`src/rtl/itcm_boot_loader_if.sv`:
```
// Byte-stream input and ITCM write port of the boot loader.
// master = loader side (drives the ITCM port), slave = stream source / memory side.
interface itcm_boot_loader_if #(
  parameter int unsigned DATA_W = 32,
  parameter int unsigned ADDR_W = 12
);
  logic                  byte_valid_i;
  logic [7:0]            byte_data_i;
  logic                  byte_ready_o;
  logic                  mem_we_o;
  logic [ADDR_W-1:0]     mem_addr_o;
  logic [DATA_W-1:0]     mem_wdata_o;
  logic [DATA_W/8-1:0]   mem_wstrb_o;

  modport master (
    input  byte_valid_i, byte_data_i,
    output byte_ready_o, mem_we_o, mem_addr_o, mem_wdata_o, mem_wstrb_o
  );

  modport slave (
    output byte_valid_i, byte_data_i,
    input  byte_ready_o, mem_we_o, mem_addr_o, mem_wdata_o, mem_wstrb_o
  );
endinterface

```
`src/rtl/itcm_boot_loader.sv`:
```
// Streams bytes into ITCM as little-endian words while holding the core in reset.
// Optional trailer checksum check enabled by defining ITCM_LOADER_CSUM_EN.
module itcm_boot_loader #(
  parameter int unsigned DATA_W    = 32,
  parameter int unsigned ADDR_W    = 12,
  parameter int unsigned BASE_WORD = 0,
  parameter int unsigned LEN_W     = 20
) (
  input  logic               clk,
  input  logic               rst_n,
  input  logic               start_i,
  input  logic [LEN_W-1:0]   len_i,
  itcm_boot_loader_if.master bus,
  output logic               core_rst_n_o,
  output logic               busy_o,
  output logic               done_o,
  output logic               err_o
);

  localparam int unsigned     BYTES  = DATA_W / 8;
  localparam int unsigned     LANE_W = $clog2(BYTES);
  localparam longint unsigned DEPTH  = 64'(1) << ADDR_W;
  localparam longint unsigned CAP    = (DEPTH - 64'(BASE_WORD)) * 64'(BYTES);

  typedef enum logic [2:0] {
    S_IDLE  = 3'd0,
    S_LOAD  = 3'd1,
    S_WRITE = 3'd2,
    S_DONE  = 3'd3,
    S_CHECK = 3'd4
  } state_t;

  state_t state_q, state_d;

  logic              ready_q, ready_d;
  logic              we_q, we_d;
  logic [ADDR_W-1:0] addr_q, addr_d;
  logic [DATA_W-1:0] wdata_q, wdata_d;
  logic [BYTES-1:0]  wstrb_q, wstrb_d;
  logic              core_q, core_d;
  logic              busy_q, busy_d;
  logic              done_q, done_d;
  logic              err_q, err_d;

  logic [LEN_W-1:0]  rem_q, rem_d;
  logic [ADDR_W-1:0] word_q, word_d;
  logic [LANE_W-1:0] lane_q, lane_d;
  logic [DATA_W-1:0] buf_q, buf_d;
  logic [BYTES-1:0]  strb_q, strb_d;
`ifdef ITCM_LOADER_CSUM_EN
  logic [7:0]        sum_q, sum_d;
`endif

  logic hs, word_end, len_zero, len_over;

  assign hs       = bus.byte_valid_i & ready_q;
  assign word_end = (lane_q == LANE_W'(BYTES - 1)) || (rem_q == LEN_W'(1));
  assign len_zero = (len_i == '0);
  assign len_over = (64'(len_i) > CAP);

  // State register
  always_ff @(posedge clk or negedge rst_n) begin
    if (!rst_n) state_q <= S_IDLE;
    else        state_q <= state_d;
  end

  // Next-state logic
  always_comb begin
    state_d = state_q;
    case (state_q)
      S_IDLE, S_DONE: begin
        if (start_i) begin
          if (len_zero) begin
`ifdef ITCM_LOADER_CSUM_EN
            state_d = S_CHECK;
`else
            state_d = S_DONE;
`endif
          end else if (len_over) begin
            state_d = S_DONE;
          end else begin
            state_d = S_LOAD;
          end
        end
      end
      S_LOAD:  if (hs && word_end) state_d = S_WRITE;
      S_WRITE: begin
        if (rem_q != '0) begin
          state_d = S_LOAD;
        end else begin
`ifdef ITCM_LOADER_CSUM_EN
          state_d = S_CHECK;
`else
          state_d = S_DONE;
`endif
        end
      end
`ifdef ITCM_LOADER_CSUM_EN
      S_CHECK: if (hs) state_d = S_DONE;
`endif
      default: state_d = S_IDLE;
    endcase
  end

  // Next values of registered outputs and datapath
  always_comb begin
    ready_d = (state_d == S_LOAD) || (state_d == S_CHECK);
    we_d    = 1'b0;
    addr_d  = addr_q;
    wdata_d = '0;
    wstrb_d = '0;
    core_d  = core_q;
    busy_d  = busy_q;
    done_d  = done_q;
    err_d   = err_q;
    rem_d   = rem_q;
    word_d  = word_q;
    lane_d  = lane_q;
    buf_d   = buf_q;
    strb_d  = strb_q;
`ifdef ITCM_LOADER_CSUM_EN
    sum_d   = sum_q;
`endif
    case (state_q)
      S_IDLE, S_DONE: begin
        if (start_i) begin
          done_d = 1'b0;
          err_d  = 1'b0;
          core_d = 1'b0;
          if (len_zero) begin
`ifdef ITCM_LOADER_CSUM_EN
            busy_d = 1'b1;
            sum_d  = '0;
`else
            done_d = 1'b1;
            core_d = 1'b1;
`endif
          end else if (len_over) begin
            err_d = 1'b1;
          end else begin
            rem_d  = len_i;
            word_d = ADDR_W'(BASE_WORD);
            lane_d = '0;
            buf_d  = '0;
            strb_d = '0;
            busy_d = 1'b1;
`ifdef ITCM_LOADER_CSUM_EN
            sum_d  = '0;
`endif
          end
        end
      end
      S_LOAD: begin
        if (hs) begin
          rem_d = rem_q - LEN_W'(1);
`ifdef ITCM_LOADER_CSUM_EN
          sum_d = sum_q + bus.byte_data_i;
`endif
          for (int unsigned i = 0; i < BYTES; i++) begin
            if (lane_q == LANE_W'(i)) begin
              buf_d[8*i +: 8] = bus.byte_data_i;
              strb_d[i]       = 1'b1;
            end
          end
          // Word leaves on the output registers; pack buffer is freed at once
          if (word_end) begin
            we_d    = 1'b1;
            addr_d  = word_q;
            wdata_d = buf_d;
            wstrb_d = strb_d;
            buf_d   = '0;
            strb_d  = '0;
            lane_d  = '0;
          end else begin
            lane_d = lane_q + LANE_W'(1);
          end
        end
      end
      S_WRITE: begin
        word_d = word_q + ADDR_W'(1);
`ifndef ITCM_LOADER_CSUM_EN
        if (rem_q == '0) begin
          done_d = 1'b1;
          core_d = 1'b1;
          busy_d = 1'b0;
        end
`endif
      end
`ifdef ITCM_LOADER_CSUM_EN
      S_CHECK: begin
        if (hs) begin
          busy_d = 1'b0;
          if (bus.byte_data_i == sum_q) begin
            done_d = 1'b1;
            core_d = 1'b1;
          end else begin
            err_d = 1'b1;
          end
        end
      end
`endif
      default: ;
    endcase
  end

  // Output and datapath registers
  always_ff @(posedge clk or negedge rst_n) begin
    if (!rst_n) begin
      ready_q <= 1'b0;
      we_q    <= 1'b0;
      addr_q  <= '0;
      wdata_q <= '0;
      wstrb_q <= '0;
      core_q  <= 1'b0;
      busy_q  <= 1'b0;
      done_q  <= 1'b0;
      err_q   <= 1'b0;
      rem_q   <= '0;
      word_q  <= '0;
      lane_q  <= '0;
      buf_q   <= '0;
      strb_q  <= '0;
`ifdef ITCM_LOADER_CSUM_EN
      sum_q   <= '0;
`endif
    end else begin
      ready_q <= ready_d;
      we_q    <= we_d;
      addr_q  <= addr_d;
      wdata_q <= wdata_d;
      wstrb_q <= wstrb_d;
      core_q  <= core_d;
      busy_q  <= busy_d;
      done_q  <= done_d;
      err_q   <= err_d;
      rem_q   <= rem_d;
      word_q  <= word_d;
      lane_q  <= lane_d;
      buf_q   <= buf_d;
      strb_q  <= strb_d;
`ifdef ITCM_LOADER_CSUM_EN
      sum_q   <= sum_d;
`endif
    end
  end

  assign bus.byte_ready_o = ready_q;
  assign bus.mem_we_o     = we_q;
  assign bus.mem_addr_o   = addr_q;
  assign bus.mem_wdata_o  = wdata_q;
  assign bus.mem_wstrb_o  = wstrb_q;
  assign core_rst_n_o     = core_q;
  assign busy_o           = busy_q;
  assign done_o           = done_q;
  assign err_o            = err_q;

endmodule

```
`src/flat_wrapper.sv`:
```
// flat-port wrapper written by rule: the top's interface ports become plain ports
module itcm_boot_loader_flat 
#(
  parameter int unsigned DATA_W    = 32,
  parameter int unsigned ADDR_W    = 12,
  parameter int unsigned BASE_WORD = 0,
  parameter int unsigned LEN_W     = 20
)
  (clk, rst_n, start_i, len_i, core_rst_n_o, busy_o, done_o, err_o, bus_byte_valid_i, bus_byte_data_i, bus_byte_ready_o, bus_mem_we_o, bus_mem_addr_o, bus_mem_wdata_o, bus_mem_wstrb_o);
  itcm_boot_loader_if #(.DATA_W(DATA_W), .ADDR_W(ADDR_W)) bus_i ();
  input  logic clk;
  input  logic rst_n;
  input  logic start_i;
  input  logic [LEN_W-1:0] len_i;
  output logic core_rst_n_o;
  output logic busy_o;
  output logic done_o;
  output logic err_o;
  input wire logic [$bits(bus_i.byte_valid_i)-1:0] bus_byte_valid_i;
  input wire logic [$bits(bus_i.byte_data_i)-1:0] bus_byte_data_i;
  output wire logic [$bits(bus_i.byte_ready_o)-1:0] bus_byte_ready_o;
  output wire logic [$bits(bus_i.mem_we_o)-1:0] bus_mem_we_o;
  output wire logic [$bits(bus_i.mem_addr_o)-1:0] bus_mem_addr_o;
  output wire logic [$bits(bus_i.mem_wdata_o)-1:0] bus_mem_wdata_o;
  output wire logic [$bits(bus_i.mem_wstrb_o)-1:0] bus_mem_wstrb_o;
  assign bus_i.byte_valid_i = bus_byte_valid_i;
  assign bus_i.byte_data_i = bus_byte_data_i;
  assign bus_byte_ready_o = bus_i.byte_ready_o;
  assign bus_mem_we_o = bus_i.mem_we_o;
  assign bus_mem_addr_o = bus_i.mem_addr_o;
  assign bus_mem_wdata_o = bus_i.mem_wdata_o;
  assign bus_mem_wstrb_o = bus_i.mem_wstrb_o;
  itcm_boot_loader #(.DATA_W(DATA_W), .ADDR_W(ADDR_W), .BASE_WORD(BASE_WORD), .LEN_W(LEN_W)) u_core (.clk(clk), .rst_n(rst_n), .start_i(start_i), .len_i(len_i), .bus(bus_i), .core_rst_n_o(core_rst_n_o), .busy_o(busy_o), .done_o(done_o), .err_o(err_o));
endmodule
```
`config.mk`:
```
export PLATFORM = sky130hd
export DESIGN_NAME = itcm_boot_loader_flat
export DESIGN_NICKNAME = d
export VERILOG_FILES = /design/src/rtl/itcm_boot_loader_if.sv /design/src/rtl/itcm_boot_loader.sv /design/src/flat_wrapper.sv
export SDC_FILE = /design/constraint.sdc
export NUM_CORES = 1
export LEC_CHECK = 0
export ABC_AREA = 1
export ABC_CLOCK_PERIOD_IN_PS = 2200
export CORE_UTILIZATION = 40
export DETAILED_ROUTE_END_ITERATION = 16
export DONT_BUFFER_PORTS = 1
export GPL_ROUTABILITY_DRIVEN = 1
export PLACE_DENSITY_LB_ADDON = 0.12
export REMOVE_ABC_BUFFERS = 1
export SYNTH_ARGS = -nofsm -noshare
export SYNTH_HDL_FRONTEND = slang
export SYNTH_SLANG_ARGS = --single-unit
```
`constraint.sdc`:
```
create_clock -name clk -period 2.2 [get_ports clk]
set_input_delay 0.22 -clock clk [delete_from_list [all_inputs] [get_ports clk]]
set_output_delay 0.22 -clock clk [all_outputs]
set_load 0.01 [all_outputs]
```
==> results.md <==
- DR vias/cell: slightly below 5
- H-Tree Depth: 4
- Count of final setup violators: 0
- Pwr dens: about 860 mW/mm^2
- Outcome: complete, but fails checks
- Synth warnings: 0
- Number of synthesized register bits: between 100 and 150
- Total Power: a little over 6 mW
- DRC violations left: 0
- CP top delay family: simple AND/OR/NAND/NOR gates
- Global-route wire length before repair: 24810 um
- Slowest cell delay on critical path: ~610 ps
- Worst Tran Pin Value: roughly 820 ps
- GRT overflow: 0
- Final non-filler cell total: 1046
- Crit path DAT: between 2000 and 2500 ps
- Slew HR: a little under half
- Rows: between 40 and 50
- CTS tree: done
- Initial Utilization: 40.86%
- WS Path Type: flip-flop to flip-flop
- CP Buf/Inv Count: 0
- Post-synth cell types: 44
- DP Cell Count: slightly above 1000
- Max-cap check violation count: 0
- Asr flop ratio synth: between 90% and 100%
- Post-synth top area cell: dfrtp_1
- Fin nets: 860
- CTS Buf Count: 17
- Fill cells: approximately 1600
- Finished Core Util: about 45%
- Clk root buf: clkbuf_16
- DR iter-0 viols: a little over 300
- CTS Hold Buffers Added: 1
- Core area: roughly 0.016 mm^2
- Layout cell share with drive strength beyond 1: approximately 13%
- Routed Antenna Nets: 0
- Synth cell count leaders: nand2_1, dfrtp_1, nor2_1
- Final wirelength: roughly 15000 um
- Setup TNS: 0 ps
- CTS Buffer Depth: 2
- Largest net degree at the start of global routing: approximately 130
- Antenna violations before repair: 0
- Main synth FF type: dfrtp_1
- Worst Path Max Fanout: 55
- Critical path endpoint category: flip-flop
- IO Count: 86
- ANT cells: 0
- CP required: approximately 2600 ps
- Via count: approximately 5100
- Synthesized area: between 0.006 and 0.007 mm^2
- Max frequency: 509.2 MHz
- Top cell type's share of synthesized area: approximately 50%
- CTS resizes: 0
- CP Launch Type: flip-flop
- Port Buf Inserts: 0
- Number of global-route vias before repair: 4936
- Syn Area/Cell: slightly below 8 um^2
- Most common cell in the netlist: nand2_1
- Synth area leaders: dfrtp_1, nand2_1, nor2_1
- Leak: 3.565 nW
- Critical-path cell list: nor2_1, nor2_1, nand4_2, nand2_2, nor2_8, nand2_1, nand2_1
- DIE AREA: 0.01674 mm^2
- RD Place Congestion: just over 0.8
- Pins over their slew limit: 0
- Sequential-to-total area share from yosys stat: around half
- Setup bufs post-CTS: 0
- Synthesized instance count: 825
- Post-synth EDFFs: 0
- Die height: about 130 um
- Clock-pin slew on the worst setup and hold paths: approximately 60 ps
- VDD IR max: 581.7 uV
- RSZ-0062 raised after global routing: false
- Final Critical Period: 1964 ps
- Avg WL per Cell: 14.08 um
- Dpl hpwl: 9570 um
- CP max stage cell: nor2_8
- Final period util: between 80% and 90%
- Final Cell Area: 0.007159 mm^2
- Clock Skews: approximately 9.1 ps
- Gr usage total: between 10% and 20%
- Drt pass-1 iters: 6
- Hold_ws: -503.2 ps
- Insertion delay to the later sink of the worst-skew pair: 420 ps
- Area growth syn-to-layout: 10.31%
- Die width: 129.4 um
- Clock sinks: 126
- Post-DP Area: approximately 0.0066 mm^2
- Final Hold Fails: approximately 130
- HP Class: primary input to asynchronous set/reset pin
- Failing checks: hold timing
[worst paths after layout]
| kind | start | to | slack, ps | cells past startpoint |
|---|---|---|---|---|
| max | u_core.state_q[0] | u_core.buf_q[8] | 240 | 7 |
| min | rst_n | u_core.bus.mem_wdata_o[1] | -500 | 0 |
| max reg2reg | u_core.state_q[0] | u_core.buf_q[8] | 240 | 7 |
| min reg2reg | u_core.buf_q[13] | u_core.buf_q[13] | 470 | 2 |
| max in group asynchronous | rst_n | u_core.bus.byte_ready_o | 2530 | 0 |
| min in group clk | len_i[13] | u_core.rem_q[13] | 20 | 4 |
[layout by cell type, fill, tap and decap left out, types with 2 or more instances in the layout]
| cell | count |
|---|---|
| nand3_1 | 34 |
| nand2_1 | 296 |
| nor3_1 | 8 |
| a21oi_1 | 9 |
| clkinvlp_4 | 2 |
| xnor2_1 | 3 |
| nand2_4 | 2 |
| clkbuf_1 | 3 |
| clkinv_2 | 3 |
| or2_2 | 2 |
| o211ai_1 | 29 |
| clkbuf_16 | 17 |
| nor2_4 | 2 |
| inv_2 | 4 |
| nor2_1 | 96 |
| inv_1 | 56 |
| o21ai_0 | 20 |
| o21a_1 | 3 |
| nand2_2 | 24 |
| xor2_1 | 3 |
| ha_1 | 8 |
| buf_12 | 2 |
| a31oi_1 | 2 |
| clkbuf_8 | 3 |
| nand4_1 | 8 |
| nor2_2 | 25 |
| buf_4 | 11 |
| dfrtp_1 | 126 |
| nand3_2 | 2 |
| o21ai_1 | 10 |
[registers in the layout, summed over array words and instances, names as in the netlist]
signal and cells:
u_core.bus.mem_wstrb_o 4, u_core.state_q 3, u_core.word_q 12, u_core.bus.mem_we_o 1, u_core.busy_o 1, u_core.core_rst_n_o 1, u_core.bus.mem_wdata_o 32, u_core.err_o 1
u_core.strb_q 4, u_core.buf_q 32, u_core.rem_q 20, u_core.bus.byte_ready_o 1, u_core.lane_q 2, u_core.bus.mem_addr_o 12
[routing by layer]
layer	part of all wire (%)	track usage, %
met3	5.5	5.078
met2	44	29.92
met1	49	26.01
met5	0	0
met4	1.2	7.059
[metrics by stage]
stage / setup WS (ps) / hold WS [ps]
floorplan: 6.848 / -75.59
global placement: 272.0 / -72.55
detailed placement: 215.4 / -72.38
CTS: 204.5 / -523.8
global route: 54.07 / -530.7
finish: 236.1 / -503.2
[cells by family after synthesis]
kind of cell               after synthesis  share of synthesized area, %
DFF                                    126                         48.58
AOI/OAI and AO/OA                       80                         7.847
adders and majority gates                8                         1.542
and+or+nand+nor                        506                         33.83
xor gates and xnor gates                 6                        0.8099
buffers and inverters                   98                         7.326
other                                    1                       0.05778
[layout make-up]
class                   count  area [um^2]  share of cell area [%]
flip-flops and latches    126         3153                   44.04
multi-input cells         601         2861                   39.97
repair buffers             14        132.6                   1.852
inverters                  60        225.2                   3.146
well taps                 216        270.3                   3.775
clock buffers              23        478.0                   6.676
clock inverters             6        38.79                  0.5418
[power breakdown]
part | switching [mW] | internal, mW | total [mW]
Combinational | 0.629 | 0.340 | 0.970
Clock | 0.980 | 1.50 | 2.48
Sequential | 0.199 | 2.50 | 2.70
Total | 1.81 | 4.34 | 6.15
Power figures use the tool's default switching activity.
